**src/rtl/gray_step_mon.sv**
```systemverilog
// Monitors a Gray-coded counter bus: converts each sample to binary, classifies
// the step as hold / +1 / -1 / illegal, and tracks lock, direction, wrap and errors.
module gray_step_mon #(
    parameter int W        = 4,
    parameter int LOCK_RUN = 4,
    parameter int ERR_W    = 8
) (
    input  logic             clk,
    input  logic             rst,
    input  logic             en,
    input  logic [W-1:0]     g_in,
    input  logic             clr_err,
    output logic [W-1:0]     bin,
    output logic             dir_up,
    output logic             wrap,
    output logic             step_err,
    output logic [ERR_W-1:0] err_cnt,
    output logic             locked,
    output logic [1:0]       state
);

    localparam int RUN_W = $clog2(LOCK_RUN + 1);

    typedef enum logic [1:0] {
        UNLK = 2'd0,
        ACQ  = 2'd1,
        LOCK = 2'd2
    } state_t;

    logic [W-1:0]     g_s_reg;
    logic             s_v_reg;
    logic [W-1:0]     bin_reg,   bin_next;
    logic             dir_reg,   dir_next;
    logic             wrap_reg,  wrap_next;
    logic             serr_reg,  serr_next;
    logic [ERR_W-1:0] err_reg,   err_next;
    logic [RUN_W-1:0] run_reg,   run_next;
    state_t           state_reg, state_next;

    logic [W-1:0]     b;
    logic [RUN_W-1:0] run_inc;
    logic             is_hold, is_up, is_dn, err_inc;

    // Each binary bit is the XOR of all Gray bits at or above it.
    generate
        for (genvar gi = 0; gi < W; gi++) begin : g_g2b
            assign b[gi] = ^g_s_reg[W-1:gi];
        end
    endgenerate

    assign is_hold = (b == bin_reg);
    assign is_up   = (b == bin_reg + W'(1));
    assign is_dn   = (b == bin_reg - W'(1));
    assign run_inc = run_reg + RUN_W'(1);

    always_comb begin
        state_next = state_reg;
        bin_next   = bin_reg;
        dir_next   = dir_reg;
        run_next   = run_reg;
        wrap_next  = 1'b0;
        serr_next  = 1'b0;
        err_inc    = 1'b0;
        if (s_v_reg) begin
            case (state_reg)
                UNLK: begin
                    bin_next   = b;
                    run_next   = '0;
                    state_next = ACQ;
                end
                ACQ: begin
                    if (!is_hold) begin
                        bin_next = b;
                        if (is_up || is_dn) begin
                            dir_next = is_up;
                            run_next = run_inc;
                            if (run_inc == RUN_W'(LOCK_RUN)) begin
                                state_next = LOCK;
                            end
                        end else begin
                            run_next = '0;
                        end
                    end
                end
                LOCK: begin
                    if (!is_hold) begin
                        bin_next = b;
                        if (is_up || is_dn) begin
                            dir_next  = is_up;
                            wrap_next = is_up ? (b == '0) : (b == '1);
                        end else begin
                            serr_next  = 1'b1;
                            err_inc    = 1'b1;
                            run_next   = '0;
                            state_next = ACQ;
                        end
                    end
                end
                default: state_next = UNLK;
            endcase
        end

        // Clear has priority over a same-edge increment.
        if (clr_err) begin
            err_next = '0;
        end else if (err_inc && (err_reg != '1)) begin
            err_next = err_reg + ERR_W'(1);
        end else begin
            err_next = err_reg;
        end
    end

    always_ff @(posedge clk or negedge rst) begin
        if (!rst) begin
            g_s_reg   <= '0;
            s_v_reg   <= 1'b0;
            bin_reg   <= '0;
            dir_reg   <= 1'b1;
            wrap_reg  <= 1'b0;
            serr_reg  <= 1'b0;
            err_reg   <= '0;
            run_reg   <= '0;
            state_reg <= UNLK;
        end else begin
            if (en) begin
                g_s_reg <= g_in;
            end
            s_v_reg   <= en;
            bin_reg   <= bin_next;
            dir_reg   <= dir_next;
            wrap_reg  <= wrap_next;
            serr_reg  <= serr_next;
            err_reg   <= err_next;
            run_reg   <= run_next;
            state_reg <= state_next;
        end
    end

    assign bin      = bin_reg;
    assign dir_up   = dir_reg;
    assign wrap     = wrap_reg;
    assign step_err = serr_reg;
    assign err_cnt  = err_reg;
    assign locked   = (state_reg == LOCK);
    assign state    = state_reg;

endmodule

```
**config.mk**
```make
export PLATFORM = sky130hd
export DESIGN_NAME = gray_step_mon
export DESIGN_NICKNAME = d
export VERILOG_FILES = /design/src/rtl/gray_step_mon.sv
export SDC_FILE = /design/constraint.sdc
export NUM_CORES = 1
export LEC_CHECK = 0
export BUFFER_PORTS_ARGS = -buffer_cell sky130_fd_sc_hd__buf_2
export CORE_AREA = 2 2 54 61
export CTS_CLUSTER_DIAMETER = 30
export DETAILED_ROUTE_END_ITERATION = 12
export DIE_AREA = 0 0 56 63
export PLACE_DENSITY = 0.8
export SLEW_MARGIN = 20
export SYNTH_ARGS = -nofsm -noshare
export SYNTH_HDL_FRONTEND = slang
export SYNTH_SLANG_ARGS = --single-unit
```
**constraint.sdc**
```tcl
create_clock -name clk -period 3.9 [get_ports clk]
set_input_delay 0.78 -clock clk [delete_from_list [all_inputs] [get_ports clk]]
set_output_delay 0.78 -clock clk [all_outputs]
set_load 0.05 [all_outputs]
```
* After elaboration in Yosys (flattened, before gate mapping)
Cells that the tools add are included.
Word-level totals: input port bits 8, bits in registers 25, output and inout port bits 18, logic and storage cells 67
Cells by class: reductions and logical operators 15, equality and inequality tests 14, add/sub/neg operators 4, bitwise operators 1, mux-type cells 24
Operators by type and width (number):
- $mux W8 | 2
- $eq A4 B4 Y1 | 3
- $mux W3 | 4
- $ne A2 B2 Y1 const B | 6
- $mux W2 | 5
- $mux W1 | 9
- $pmux W3 S3 | 1
- $add A8 B1 Y8 const B | 1
- $ne A8 B8 Y1 const B | 1
- $pmux W4 S2 | 1
- $pmux W2 S3 | 1
- $reduce_and A6 Y1 | 1
- $reduce_and A5 Y1 | 1
- $add A4 B1 Y4 const B | 1
- $eq A4 B4 Y1 const B | 1
- $logic_not A4 Y1 | 1
- $mux W4 | 1
- $reduce_and A4 Y1 | 1
- $reduce_bool A2 Y1 | 2
- $reduce_xor A4 Y1 | 1
- $sub A4 B1 Y4 const B | 1
- $add A3 B1 Y3 const B | 1
- $eq A3 B3 Y1 const B | 1
- $reduce_and A3 Y1 | 1
- 10 further kinds | 10

* Logic depth before layout (Yosys ltp)
word-level depth 10, gate-level depth with buffers 9

* Worst setup path before layout
Ideal clock, no wire load.
path kind reg2reg, from register bin_reg[0] (netlist: bin[0]), to register run_reg[1], setup slack 1.274 ns, clock period less this slack 2.626 ns, cell stages (with the launch flop) 8, arrival time 2.502 ns, library setup time 0.125 ns, path buffers 0, path through dfrtp_1 inv_1 ha_1 xor2_1 or3_4 a21o_2 nand4b_1 mux2_2
On the way: longest elaborated chain between the ends 6, elaborated cells between the ends (all ways) 13, those cells by class add/sub: 2; eq/ne: 6; mux: 3; reduce/logical: 2
Ends and longest elaborated chain:
- start: declaration | line 32 | logic [W-1:0] bin_reg, bin_next;
- start signal: assignment | line 129 | bin_reg <= bin_next;
- $add A4 B1 Y4 / $sub A4 B1 Y4 (equally long branches) | line 52, 53
- $eq A4 B4 Y1, on equally long branches | line 52, 53
- $logic_or A1 B1 Y1 | line 74, 88
- $mux W3 | line 74 | if (is_up || is_dn) begin
- $mux W3 | line 72 | if (!is_hold) begin
- $pmux W3 S3 | line 65 | case (state_reg)
- end signal: assignment | line 134 | run_reg <= run_next;
- end: declaration | line 37 | logic [RUN_W-1:0] run_reg, run_next;
Several ways; a longest one is shown, not always the timed one. The select of a mux whose other input is x is not followed. A chain may end at the register's enable or synchronous reset.

* Worst setup path after layout
from register g_s_reg[3], to register err_reg[0] (netlist: err_cnt[0])
On the way: longest elaborated chain between the ends 9, elaborated cells between the ends (all ways) 13, those cells by class eq/ne: 3; mux: 4; reduce/logical: 6
Ends and longest elaborated chain:
- start: declaration | line 30 | logic [W-1:0] g_s_reg;
- start signal: assignment | line 126 | g_s_reg <= g_in;
- $reduce_xor A2 Y1 (*) | line 47 | assign b[gi] = ^g_s_reg[W-1:gi];
- net b[2] | line 40 | logic [W-1:0] b;
- $eq A4 B4 Y1, on equally long branches | line 52, 53
- $logic_or A1 B1 Y1 | line 88 | if (is_up || is_dn) begin
- $mux W1 | line 88
- $mux W1 (*) | line 86 | if (!is_hold) begin
- $mux W1 (*) | line 65
- $mux W1 (*) | line 64 | if (s_v_reg) begin
- $logic_and A1 B1 Y1 (*) | line 106 | end else if (err_inc && (err_reg != '1)) begin
- $reduce_bool A2 Y1 (no source line) (*)
- end signal: assignment | line 133 | err_reg <= err_next;
- end: declaration | line 36 | logic [ERR_W-1:0] err_reg, err_next;
Mark *: on every way through the listed nets, which the timed path passes. The rest lies on a longest branch.

==> metrics.txt <==
# TYPE chip_impl_metric gauge
chip_impl_metric{name="critical_path_arrival",unit="ns"} 3.08
chip_impl_metric{name="avgViaCountPerCell",unit=""} 5.802
chip_impl_metric{name="design.final.nets",unit=""} 193
chip_impl_metric{name="n_antenna_cell",unit=""} 0
chip_impl_info{name="r2r_end",value="err_cnt[0]"} 1
chip_impl_metric{name="postSynthAreaPerCell",unit="um^2"} 10.97
chip_impl_metric{name="r2r_cells",unit=""} 8
chip_impl_metric{name="number_of_routed_nets_with_antenna_violations",unit=""} 0
chip_impl_metric{name="drive_above_1_share",unit=""} 0.3006
chip_impl_metric{name="power-per-cell-area",unit="nW/um^2"} 594.5
chip_impl_info{name="timing.critical_path.slowest_stage_cell",value="xnor3_2"} 1
chip_impl_metric{name="htreeDepth",unit=""} 1
chip_impl_metric{name="cts.repair_timing.setup_buffer_count",unit=""} 0
chip_impl_metric{name="yosys.area.top_type_share",unit=""} 0.3698
chip_impl_metric{name="setup_total_negative_slack",unit="ns"} 0
chip_impl_metric{name="grt_start_max_net_pins",unit=""} 26
chip_impl_info{name="endpoint_kind",value="flip-flop"} 1
chip_impl_info{name="synth_area_leaders",value="dfrtp_1 (37%), ha_1 (8.5%), mux2_2 (5.5%)"} 1
chip_impl_metric{name="synth-seq-area-share",unit=""} 0.3860
chip_impl_info{name="root_buffer",value="clkbuf_4"} 1
chip_impl_metric{name="grt_pass1_vias",unit=""} 1229
chip_impl_info{name="synth_top_area_cell",value="dfrtp_1"} 1
chip_impl_metric{name="place.gp.congestion",unit=""} 0.8150
chip_impl_metric{name="synth.net_count",unit=""} 167
chip_impl_metric{name="grt_remaining_overflow",unit=""} 0
chip_impl_metric{name="drt_wl_total",unit="mm"} 3.002
chip_impl_metric{name="maxClockFrequency",unit="GHz"} 0.3510
chip_impl_metric{name="power.static_leakage",unit="nW"} 0.8606
chip_impl_metric{name="areaGrowthSynthToFinish",unit="%"} 10.25
chip_impl_metric{name="slowest_delay",unit="ns"} 0.52
chip_impl_metric{name="place_hpwl",unit="mm"} 2.297
chip_impl_metric{name="timing.reg2reg.setup_slack",unit="ns"} 1.05
chip_impl_metric{name="path_clk_slew",unit="ns"} 0.15
chip_impl_metric{name="final_core_utilization",unit=""} 0.6084
chip_impl_metric{name="io_buffers",unit=""} 25
chip_impl_metric{name="clockBufferDepth",unit=""} 2
chip_impl_metric{name="worst_pin_slew",unit="ns"} 0.5531
chip_impl_metric{name="clock_sink_count",unit=""} 25
chip_impl_info{name="worstPathCellList",value="inv_1 -> ha_1 -> xnor3_2 -> xnor2_4 -> nor3_2 -> nand3b_4 -> a311oi_2 -> mux2_2"} 1
chip_impl_info{name="setup.worst_path.class",value="reg -> reg"} 1
chip_impl_metric{name="firstDrtPassIters",unit=""} 4
chip_impl_info{name="hold_class",value="in -> async"} 1
chip_impl_metric{name="vdd_ir_drop_max",unit="V"} 0.0005302
chip_impl_metric{name="n_fill_cell",unit=""} 255
chip_impl_metric{name="rows",unit=""} 21
chip_impl_metric{name="worstPathMaxFanout",unit=""} 14
chip_impl_metric{name="timing.critical_path.required",unit="ns"} 4.13
chip_impl_metric{name="postCtsHoldBufs",unit=""} 0
chip_impl_metric{name="syn-cell-area",unit="um^2"} 1624
chip_impl_info{name="r2r_start",value="g_s_reg[3]"} 1
chip_impl_metric{name="drc",unit=""} 0
chip_impl_metric{name="final_max_slew_viol_count",unit=""} 0
chip_impl_metric{name="yosysWarnings",unit=""} 0
chip_impl_metric{name="die_x",unit="um"} 56
chip_impl_metric{name="initialDrtViolationCount",unit=""} 45
chip_impl_metric{name="avgRoutedWirePerCell",unit="um"} 14.50
chip_impl_metric{name="timing.final.crit_share",unit=""} 0.7304
chip_impl_metric{name="final_hold_viol_count",unit=""} 0
chip_impl_metric{name="fp.dieH",unit="um"} 63
chip_impl_metric{name="initial_utilization",unit=""} 0.5519
chip_impl_metric{name="boundaryPins",unit=""} 26
chip_impl_info{name="worst_setup_path_start",value="g_s_reg[3]"} 1
chip_impl_metric{name="worst-path-buf-inv",unit=""} 1
chip_impl_metric{name="fp.dieArea",unit="um^2"} 3528
chip_impl_metric{name="grt.total_usage",unit=""} 0.1907
chip_impl_metric{name="count_of_different_cell_masters_after_synthesis",unit=""} 43
chip_impl_info{name="unrepaired_setup_endpoints_after_global_routing",value="no"} 1
chip_impl_metric{name="numCtsBuffers",unit=""} 3
chip_impl_info{name="tritoncts",value="done"} 1
chip_impl_info{name="critPathLaunchType",value="flip-flop"} 1
chip_impl_metric{name="cts_repair_resize_count",unit=""} 0
chip_impl_metric{name="worst_clk_skew",unit="ns"} 0.006636
chip_impl_metric{name="grt_antenna_before_repair",unit=""} 0
chip_impl_metric{name="core_box_area",unit="um^2"} 2943
chip_impl_metric{name="clk-insertion-delay-late",unit="ns"} 0.32
chip_impl_metric{name="maxCapViolations",unit=""} 0
chip_impl_metric{name="synthCells",unit=""} 148
chip_impl_metric{name="max_ffs_per_register",unit=""} 8
chip_impl_metric{name="report.final.setup_viol",unit=""} 0
chip_impl_metric{name="ys_ff_latch",unit=""} 25
chip_impl_info{name="path_delay_family",value="XOR/XNOR gates"} 1
chip_impl_metric{name="maxSlewHeadroom",unit=""} 0.6313
chip_impl_info{name="result_of_the_run",value="finished clean"} 1
chip_impl_metric{name="num_vias",unit=""} 1201
chip_impl_metric{name="fin_crit",unit="ns"} 2.849
chip_impl_metric{name="grt_pass1_wl",unit="mm"} 5.513
## worst reg2reg max path, stage by stage, from the launching register on
cell,delay (ns)
dfrtp_1,0.46
inv_1,0.09
ha_1,0.35
xnor3_2,0.52
xnor2_4,0.23
nor3_2,0.11
nand3b_4,0.25
a311oi_2,0.37
mux2_2,0.38
## placed cells by master (no fill, tap or decap), types with 3 or more instances in the layout
cell type	n
nand3_1	7
inv_1	9
mux2_2	8
dfrtp_1	24
ha_1	11
nor2_1	6
o21ai_0	5
mux2i_1	4
nand2_1	10
nor2b_1	4
a21oi_1	8
xnor2_1	6
o31ai_1	4
clkbuf_4	3
or4_1	5
and3_1	3
buf_2	25
## cells by family after synthesis
kind of cell	synth area share
mux	0.08013
flops	0.3860
simple gates	0.1772
compound gates	0.1425
buf+inv	0.04005
fa+ha+maj	0.08474
xor+xnor	0.08937
## area by class of cell
| class | count | area [um^2] | area share |
|---|---|---|---|
| Timing Repair Buffer | 25 | 125.1 | 0.06988 |
| Tap cell | 34 | 42.54 | 0.02376 |
| Multi-Input combinational cell | 110 | 932.1 | 0.5206 |
| Inverter | 9 | 33.78 | 0.01887 |
| Clock inverter | 1 | 7.507 | 0.004193 |
| Clock buffer | 3 | 22.52 | 0.01258 |
| Sequential cell | 25 | 626.9 | 0.3501 |
## worst max path at each step
stage	endpoint	depth (start not counted)
final	err_cnt[0]	8
after global routing	err_cnt[0]	8
after CTS	err_cnt[0]	8
after detailed placement	err_cnt[0]	8
after global placement	err_cnt[0]	8
after floorplan	run_reg[1]	7
## metrics by stage
step / hold WS [ns] / std cells / area, um^2 / power [W] / worst slack [ns]
after floorplan: 0.4844 / 148 / 1624 / 0.0008524 / 1.274
after global placement: 0.4864 / 203 / 1760 / 0.0009308 / 1.230
after detailed placement: 0.4946 / 203 / 1760 / 0.0009470 / 1.082
after CTS: 0.4269 / 207 / 1790 / 0.001072 / 1.036
after global routing: 0.4544 / 207 / 1790 / 0.001135 / 0.8741
final: 0.4216 / 207 / 1790 / 0.001064 / 1.051
## power by group
part           total [W]  internal (W)  switching [W]
registers       0.000355      0.000300      0.0000545
clock network   0.000121     0.0000391      0.0000818
logic           0.000589      0.000216       0.000373
## Yosys cell counts
master	count
a2111o_1	1
a21boi_4	1
a21o_2	1
a21oi_1	8
a221o_1	1
a311oi_2	1
a41oi_2	2
and3_1	3
and3_2	2
and4bb_2	1
buf_2	1
buf_6	2
clkbuf_1	1
dfrtp_1	24
dfstp_2	1
ha_1	11
inv_1	9
mux2_2	8
mux2i_1	4
nand2_1	10
nand2b_1	2
nand3_1	7
nand3b_4	1
nand4b_1	1
nor2_1	6
nor2b_1	4
nor3_1	1
nor3_2	1
nor3b_1	1
nor4b_1	1
o2111ai_1	1
o211ai_1	1
o21a_1	1
o21ai_0	5
o21bai_1	1
o31ai_1	4
o41ai_1	1
or3_4	1
or4_1	5
xnor2_1	6
xnor2_4	1
xnor3_2	2
xor2_1	2
## routing by layer
| layer | routed length (um) | vias to the layer above | GRT usage |
|---|---|---|---|
| met2 | 1582 | 26 | 0.3353 |
| met5 | 0 | - | 0 |
| li1 | - | 592 | - |
| met3 | 119 | 2 | 0.02484 |
| met1 | 1278 | 581 | 0.2413 |
| met4 | 22 | 0 | 0.05952 |
Note: power is estimated with default switching activity, not from simulation.
